**config.mk**
```make
export PLATFORM = sky130hd
export DESIGN_NAME = sap1_controller_sequencer_flat
export DESIGN_NICKNAME = d
export VERILOG_FILES = /design/src/rtl/sap1_pkg.sv /design/src/rtl/sap1_controller_sequencer_if.sv /design/src/rtl/sap1_ring_counter.sv /design/src/rtl/sap1_controller_sequencer.sv /design/src/flat_wrapper.sv
export SDC_FILE = /design/constraint.sdc
export NUM_CORES = 1
export LEC_CHECK = 0
export ABC_AREA = 1
export BUFFER_PORTS_ARGS = -buffer_cell sky130_fd_sc_hd__buf_2
export CORE_MARGIN = 8
export CORE_UTILIZATION = 30
export CTS_CLUSTER_DIAMETER = 120
export CTS_CLUSTER_SIZE = 8
export DETAILED_ROUTE_END_ITERATION = 8
export PLACE_DENSITY_LB_ADDON = 0.15
export SLEW_MARGIN = 20
export SYNTH_ARGS = -nofsm -noshare
export SYNTH_HDL_FRONTEND = slang
export SYNTH_SLANG_ARGS = --single-unit
```
**constraint.sdc**
```tcl
create_clock -name clk -period 1.95 [get_ports clk]
set_clock_uncertainty 0.15 [all_clocks]
set_input_delay 0.2925 -clock clk [delete_from_list [all_inputs] [get_ports clk]]
set_output_delay 0.2925 -clock clk [all_outputs]
set_load 0.02 [all_outputs]
```
**src/rtl/sap1_pkg.sv**
```systemverilog
// Shared SAP-1 control definitions: opcodes, T-state encodings and control-word bit positions.
package sap1_pkg;

  localparam int unsigned OP_W = 4;
  localparam int unsigned T_W  = 3;
  localparam int unsigned CW_W = 13;

  localparam logic [OP_W-1:0] OP_LDA = 4'b0000;
  localparam logic [OP_W-1:0] OP_ADD = 4'b0001;
  localparam logic [OP_W-1:0] OP_SUB = 4'b0010;
  localparam logic [OP_W-1:0] OP_OUT = 4'b1110;
  localparam logic [OP_W-1:0] OP_HLT = 4'b1111;

  typedef enum logic [T_W-1:0] {
    T1 = 3'd1,
    T2 = 3'd2,
    T3 = 3'd3,
    T4 = 3'd4,
    T5 = 3'd5,
    T6 = 3'd6
  } t_state_e;

  // Bit index of each control line inside a packed control word.
  typedef enum logic [3:0] {
    CW_PC_INC   = 4'd0,
    CW_PC_EN    = 4'd1,
    CW_MAR_LOAD = 4'd2,
    CW_RAM_EN   = 4'd3,
    CW_IR_LOAD  = 4'd4,
    CW_IR_EN    = 4'd5,
    CW_A_LOAD   = 4'd6,
    CW_A_EN     = 4'd7,
    CW_B_LOAD   = 4'd8,
    CW_ALU_EN   = 4'd9,
    CW_SUB      = 4'd10,
    CW_OUT_LOAD = 4'd11,
    CW_HALT     = 4'd12
  } cw_bit_e;

endpackage

```
**src/rtl/sap1_controller_sequencer_if.sv**
```systemverilog
// Opcode/run inputs and control-word outputs between the SAP-1 sequencer and its datapath.
interface sap1_controller_sequencer_if;
  import sap1_pkg::*;

  logic            run;
  logic [OP_W-1:0] opcode;
  logic [T_W-1:0]  t_state;
  logic            pc_inc;
  logic            pc_en;
  logic            mar_load;
  logic            ram_en;
  logic            ir_load;
  logic            ir_en;
  logic            a_load;
  logic            a_en;
  logic            b_load;
  logic            alu_en;
  logic            sub;
  logic            out_load;
  logic            halt;

  modport master (
    output run, opcode,
    input  t_state, pc_inc, pc_en, mar_load, ram_en, ir_load, ir_en,
           a_load, a_en, b_load, alu_en, sub, out_load, halt
  );

  modport slave (
    input  run, opcode,
    output t_state, pc_inc, pc_en, mar_load, ram_en, ir_load, ir_en,
           a_load, a_en, b_load, alu_en, sub, out_load, halt
  );

endinterface

```
**src/rtl/sap1_ring_counter.sv**
```systemverilog
// T1..T6 ring counter with run/pause, halt freeze and synchronous active-low reset.
module sap1_ring_counter
  import sap1_pkg::*;
(
  input  logic           clk,
  input  logic           rst_n,
  input  logic           run_i,
  input  logic           hlt_req_i,
  output logic [T_W-1:0] t_state_o,
  output logic           halted_o
);

  t_state_e t_q, t_d, t_nxt;
  logic     halted_q, halted_d;
  logic     t_valid;

  always_ff @(posedge clk) begin
    if (!rst_n) begin
      t_q      <= T1;
      halted_q <= 1'b0;
    end else begin
      t_q      <= t_d;
      halted_q <= halted_d;
    end
  end

  // Corrupted encodings recover to T1; halt freezes; HLT in T4 latches the halted flag.
  always_comb begin
    t_d      = t_q;
    halted_d = halted_q;
    t_nxt    = T1;
    t_valid  = 1'b1;
    case (t_q)
      T1:      t_nxt = T2;
      T2:      t_nxt = T3;
      T3:      t_nxt = T4;
      T4:      t_nxt = T5;
      T5:      t_nxt = T6;
      T6:      t_nxt = T1;
      default: t_valid = 1'b0;
    endcase
    if (!t_valid) begin
      t_d = T1;
    end else if (halted_q) begin
      t_d = t_q;
    end else if (hlt_req_i) begin
      halted_d = 1'b1;
    end else if (run_i) begin
      t_d = t_nxt;
    end
  end

  assign t_state_o = t_q;
  assign halted_o  = halted_q;

endmodule

```
**src/rtl/sap1_controller_sequencer.sv**
```systemverilog
// SAP-1 control unit: ring counter plus opcode decode into the per-T-state control word.
module sap1_controller_sequencer
  import sap1_pkg::*;
(
  input  logic                        clk,
  input  logic                        rst_n,
  sap1_controller_sequencer_if.slave  bus
);

  logic [T_W-1:0]  t_state;
  logic            halted;
  logic            hlt_req_c;
  logic [CW_W-1:0] cw;

  assign hlt_req_c = (t_state == T4) && (bus.opcode == OP_HLT);

  sap1_ring_counter u_ring (
    .clk       (clk),
    .rst_n     (rst_n),
    .run_i     (bus.run),
    .hlt_req_i (hlt_req_c),
    .t_state_o (t_state),
    .halted_o  (halted)
  );

  // Control word is a pure decode of the registered state; pause and halt blank all but halt.
  always_comb begin
    cw = '0;
    if (!halted && bus.run) begin
      case (t_state)
        T1: begin cw[CW_PC_EN] = 1'b1; cw[CW_MAR_LOAD] = 1'b1; end
        T2: cw[CW_PC_INC] = 1'b1;
        T3: begin cw[CW_RAM_EN] = 1'b1; cw[CW_IR_LOAD] = 1'b1; end
        T4: begin
          case (bus.opcode)
            OP_LDA, OP_ADD, OP_SUB: begin cw[CW_IR_EN] = 1'b1; cw[CW_MAR_LOAD] = 1'b1; end
            OP_OUT: begin cw[CW_A_EN] = 1'b1; cw[CW_OUT_LOAD] = 1'b1; end
            default: ;
          endcase
        end
        T5: begin
          case (bus.opcode)
            OP_LDA: begin cw[CW_RAM_EN] = 1'b1; cw[CW_A_LOAD] = 1'b1; end
            OP_ADD, OP_SUB: begin cw[CW_RAM_EN] = 1'b1; cw[CW_B_LOAD] = 1'b1; end
            default: ;
          endcase
        end
        T6: begin
          if (bus.opcode == OP_ADD || bus.opcode == OP_SUB) begin
            cw[CW_ALU_EN] = 1'b1;
            cw[CW_A_LOAD] = 1'b1;
            cw[CW_SUB]    = (bus.opcode == OP_SUB);
          end
        end
        default: ;
      endcase
    end
    cw[CW_HALT] = halted | hlt_req_c;
  end

  assign bus.t_state  = t_state;
  assign bus.pc_inc   = cw[CW_PC_INC];
  assign bus.pc_en    = cw[CW_PC_EN];
  assign bus.mar_load = cw[CW_MAR_LOAD];
  assign bus.ram_en   = cw[CW_RAM_EN];
  assign bus.ir_load  = cw[CW_IR_LOAD];
  assign bus.ir_en    = cw[CW_IR_EN];
  assign bus.a_load   = cw[CW_A_LOAD];
  assign bus.a_en     = cw[CW_A_EN];
  assign bus.b_load   = cw[CW_B_LOAD];
  assign bus.alu_en   = cw[CW_ALU_EN];
  assign bus.sub      = cw[CW_SUB];
  assign bus.out_load = cw[CW_OUT_LOAD];
  assign bus.halt     = cw[CW_HALT];

endmodule

```
**src/flat_wrapper.sv**
```systemverilog
// flat-port wrapper written by rule: the top's interface ports become plain ports
module sap1_controller_sequencer_flat import sap1_pkg::*;
  (clk, rst_n, bus_run, bus_opcode, bus_t_state, bus_pc_inc, bus_pc_en, bus_mar_load, bus_ram_en, bus_ir_load, bus_ir_en, bus_a_load, bus_a_en, bus_b_load, bus_alu_en, bus_sub, bus_out_load, bus_halt);
  sap1_controller_sequencer_if bus_i ();
  input  logic clk;
  input  logic rst_n;
  input wire logic [$bits(bus_i.run)-1:0] bus_run;
  input wire logic [$bits(bus_i.opcode)-1:0] bus_opcode;
  output wire logic [$bits(bus_i.t_state)-1:0] bus_t_state;
  output wire logic [$bits(bus_i.pc_inc)-1:0] bus_pc_inc;
  output wire logic [$bits(bus_i.pc_en)-1:0] bus_pc_en;
  output wire logic [$bits(bus_i.mar_load)-1:0] bus_mar_load;
  output wire logic [$bits(bus_i.ram_en)-1:0] bus_ram_en;
  output wire logic [$bits(bus_i.ir_load)-1:0] bus_ir_load;
  output wire logic [$bits(bus_i.ir_en)-1:0] bus_ir_en;
  output wire logic [$bits(bus_i.a_load)-1:0] bus_a_load;
  output wire logic [$bits(bus_i.a_en)-1:0] bus_a_en;
  output wire logic [$bits(bus_i.b_load)-1:0] bus_b_load;
  output wire logic [$bits(bus_i.alu_en)-1:0] bus_alu_en;
  output wire logic [$bits(bus_i.sub)-1:0] bus_sub;
  output wire logic [$bits(bus_i.out_load)-1:0] bus_out_load;
  output wire logic [$bits(bus_i.halt)-1:0] bus_halt;
  assign bus_i.run = bus_run;
  assign bus_i.opcode = bus_opcode;
  assign bus_t_state = bus_i.t_state;
  assign bus_pc_inc = bus_i.pc_inc;
  assign bus_pc_en = bus_i.pc_en;
  assign bus_mar_load = bus_i.mar_load;
  assign bus_ram_en = bus_i.ram_en;
  assign bus_ir_load = bus_i.ir_load;
  assign bus_ir_en = bus_i.ir_en;
  assign bus_a_load = bus_i.a_load;
  assign bus_a_en = bus_i.a_en;
  assign bus_b_load = bus_i.b_load;
  assign bus_alu_en = bus_i.alu_en;
  assign bus_sub = bus_i.sub;
  assign bus_out_load = bus_i.out_load;
  assign bus_halt = bus_i.halt;
  sap1_controller_sequencer u_core (.clk(clk), .rst_n(rst_n), .bus(bus_i));
endmodule
```
==> metrics.txt <==
status=complete, no violations; CTS tree=done; Placed Cells=109; Final period util=93.8%; Cell Count, Final, Fillers Out=112; post-layout min period=1.83 ns; Worst setup SP type=flip-flop; hold path depth=2; WP data required=1.51 ns; post-synthesis cell count=72; internal power=0.272 mW; placed cell areas=571 sq um; layout cells sized above 1=44.8%; Worst Hold Class=primary input to flip-flop; Row Count=14; Final #Nets=109; grt ovf=0; Seq. cell area=81.3 sq um; max-slew violation count=0; clock buffer count from CTS=3; arrival time worst endpoint=1.39 ns; post-route cell area=628 sq um; DR WL/cell=10.5 microns; Routed Antenna Nets=0; most frequent cells in the layout=20 x buf_2, 15 x nor2_1, 13 x nand2_1, 7 x inv_1, 6 x nand3_1; Yosys reg bits=4; Clk pwr share=19.7%; Routed WL=1180 microns; CP Class=flip-flop to primary output; Starting DRT DRC Count=18; sequential share of the synthesized area=18.1%; FILL cells=158; Ant. Diodes=0; YS warnings=0; CTS max path bufs=2; chip height=54.4 microns; internal reg-to-reg setup slack=0.56 ns; crit path max fanout=5; Post-Syn Nets=83; Core Area=1440 sq um; Residual DRC=0; Sw Share=45.4%; Clock transition at path regs=0.04 ns; initial antenna violation count=0; Pwr Density=795 nW/um^2; first-pass detailed-route iteration total=4; Net Sw Power=0.227 mW; Die ar.=2960 sq um; clock sinks=4; area of the multi-input gates=352 sq um; DR vias/cell=4.55; Logic pwr share=55.8%; worst-skew pair later-pin latency=0.23 ns; max-cap violations=0; Initial Util=30.8%; peak supply drop=0.373 mV; Total Routing Usage GR=8.15%; Hold-fix buffers, CTS=0; Synth Cell Area=443 sq um; sequential share of power=24.5%; largest net degree at the start of global routing=9; first-pass GRT wire length=1770 microns; R2R depth=8; syn_area_per_cell=6.15 sq um; Vias=510; num ports=23; area delta synth->final=41.8%; post-synth cell types=17; RSZ-0062 raised after global routing=true; IO Port Bufs=22; Die Wd=54.4 microns; final setup fails=0; Leakage=0.360 nW; Slew @ Worst Pin=0.246 ns; number of global-route vias before repair=447; Final Hold Vio Count=0; H-tree depth=1; CP Capture Type=primary output; Fmax=546 MHz; DPL Wire Length=977 microns; commonest non-fill, non-tap cell in the layout=buf_2; GP Congestion=0.778; Rel. slew slack=83.5%; CTS root buffer=clkbuf_4
## cells in the mapped netlist
| cell type | count | share of area [%] |
|---|---|---|
| nand2_1 | 14 | 12 |
| inv_2 | 2 | 1.7 |
| buf_4 | 1 | 1.7 |
| nor2_4 | 2 | 5.1 |
| nor2_1 | 15 | 13 |
| o21ai_0 | 1 | 1.1 |
| nor3_1 | 3 | 3.4 |
| nand2_2 | 4 | 5.6 |
| a21boi_0 | 1 | 1.7 |
| nand3b_1 | 2 | 3.4 |
| inv_1 | 8 | 6.8 |
| nand2_4 | 2 | 5.1 |
| ha_1 | 4 | 11 |
| dfxtp_1 | 4 | 18 |
| nor4_1 | 1 | 1.4 |
| a21oi_1 | 1 | 1.1 |
| nand3_1 | 7 | 7.9 |
## routing by layer
layer	vias up	routed length, microns	GRT usage (%)
met3	2	106	2.45
met4	0	8	6.15
met5	-	0	0
li1	273	-	-
met2	14	534	12.4
met1	221	530	9.38
## path summary, 6_finish.rpt
check / startpoint / end
max: u_core.u_ring.t_state_o[0] / bus_mar_load
min: rst_n / u_core.u_ring.halted_o
max reg2reg: u_core.u_ring.t_state_o[0] / u_core.u_ring.t_state_o[0]
min reg2reg: u_core.u_ring.halted_o / u_core.u_ring.halted_o
## area by class of cell
cell class              count  share of cell area [%]
inverters                  10                    5.98
multi-input cells          57                    56.0
repair buffers             22                    18.3
well taps                  16                    3.19
clock buffers               3                    3.59
flip-flops and latches      4                    12.9
## power by group through the flow
stage	combinational (mW)	clock (mW)	sequential (mW)
6_report	0.278	0.0981	0.122
5_1_grt	0.306	0.115	0.125
4_1_cts	0.255	0.104	0.116
3_5_place_dp	0.253	0	0.118
3_3_place_gp	0.255	0	0.117
2_1_floorplan	0.164	0	0.135
## state kept, by name, indices dropped and copies added, names as in the netlist
signal and flops:
u_core.u_ring.t_state_o 3, u_core.u_ring.halted_o 1
## per-stage QoR
stage               TNS [ns]  util (%)  hold WS [ns]  power, mW  worst slack [ns]
global placement           0      39.7         0.359      0.372             0.301
CTS                        0      41.3         0.170      0.475            0.0225
global route         -0.0234      43.7         0.169      0.545           -0.0234
detailed placement         0      39.7         0.357      0.371             0.273
floorplan                  0         -         0.296      0.299            0.0582
finish                     0      43.7         0.175      0.499             0.120
## cells by family (layout without fill, tap and decap cells)
logic type                 Yosys count  in the layout  share of synthesized area, %
and+or+nand+nor                     50             50                          56.5
buffers and inverters               11             35                          10.2
adders and majority gates            4              4                          11.3
DFF                                  4              4                          18.1
AOI/OAI and AO/OA                    3              3                          3.95
## what timing repair did
| action | in CTS | in global routing |
|---|---|---|
| buffers inserted | 0 | 0 |
| setup endpoints to repair | 0 | 6 |
| gates resized for setup | 0 | 10 |
## worst max-delay path, stage by stage, from the launching register on
cell	delay [ns]
dfxtp_2	0.34
inv_1	0.09
ha_1	0.16
nand2_2	0.10
inv_2	0.11
nand3_2	0.08
a21oi_2	0.13
buf_4	0.15
Power figures use the tool's default switching activity.
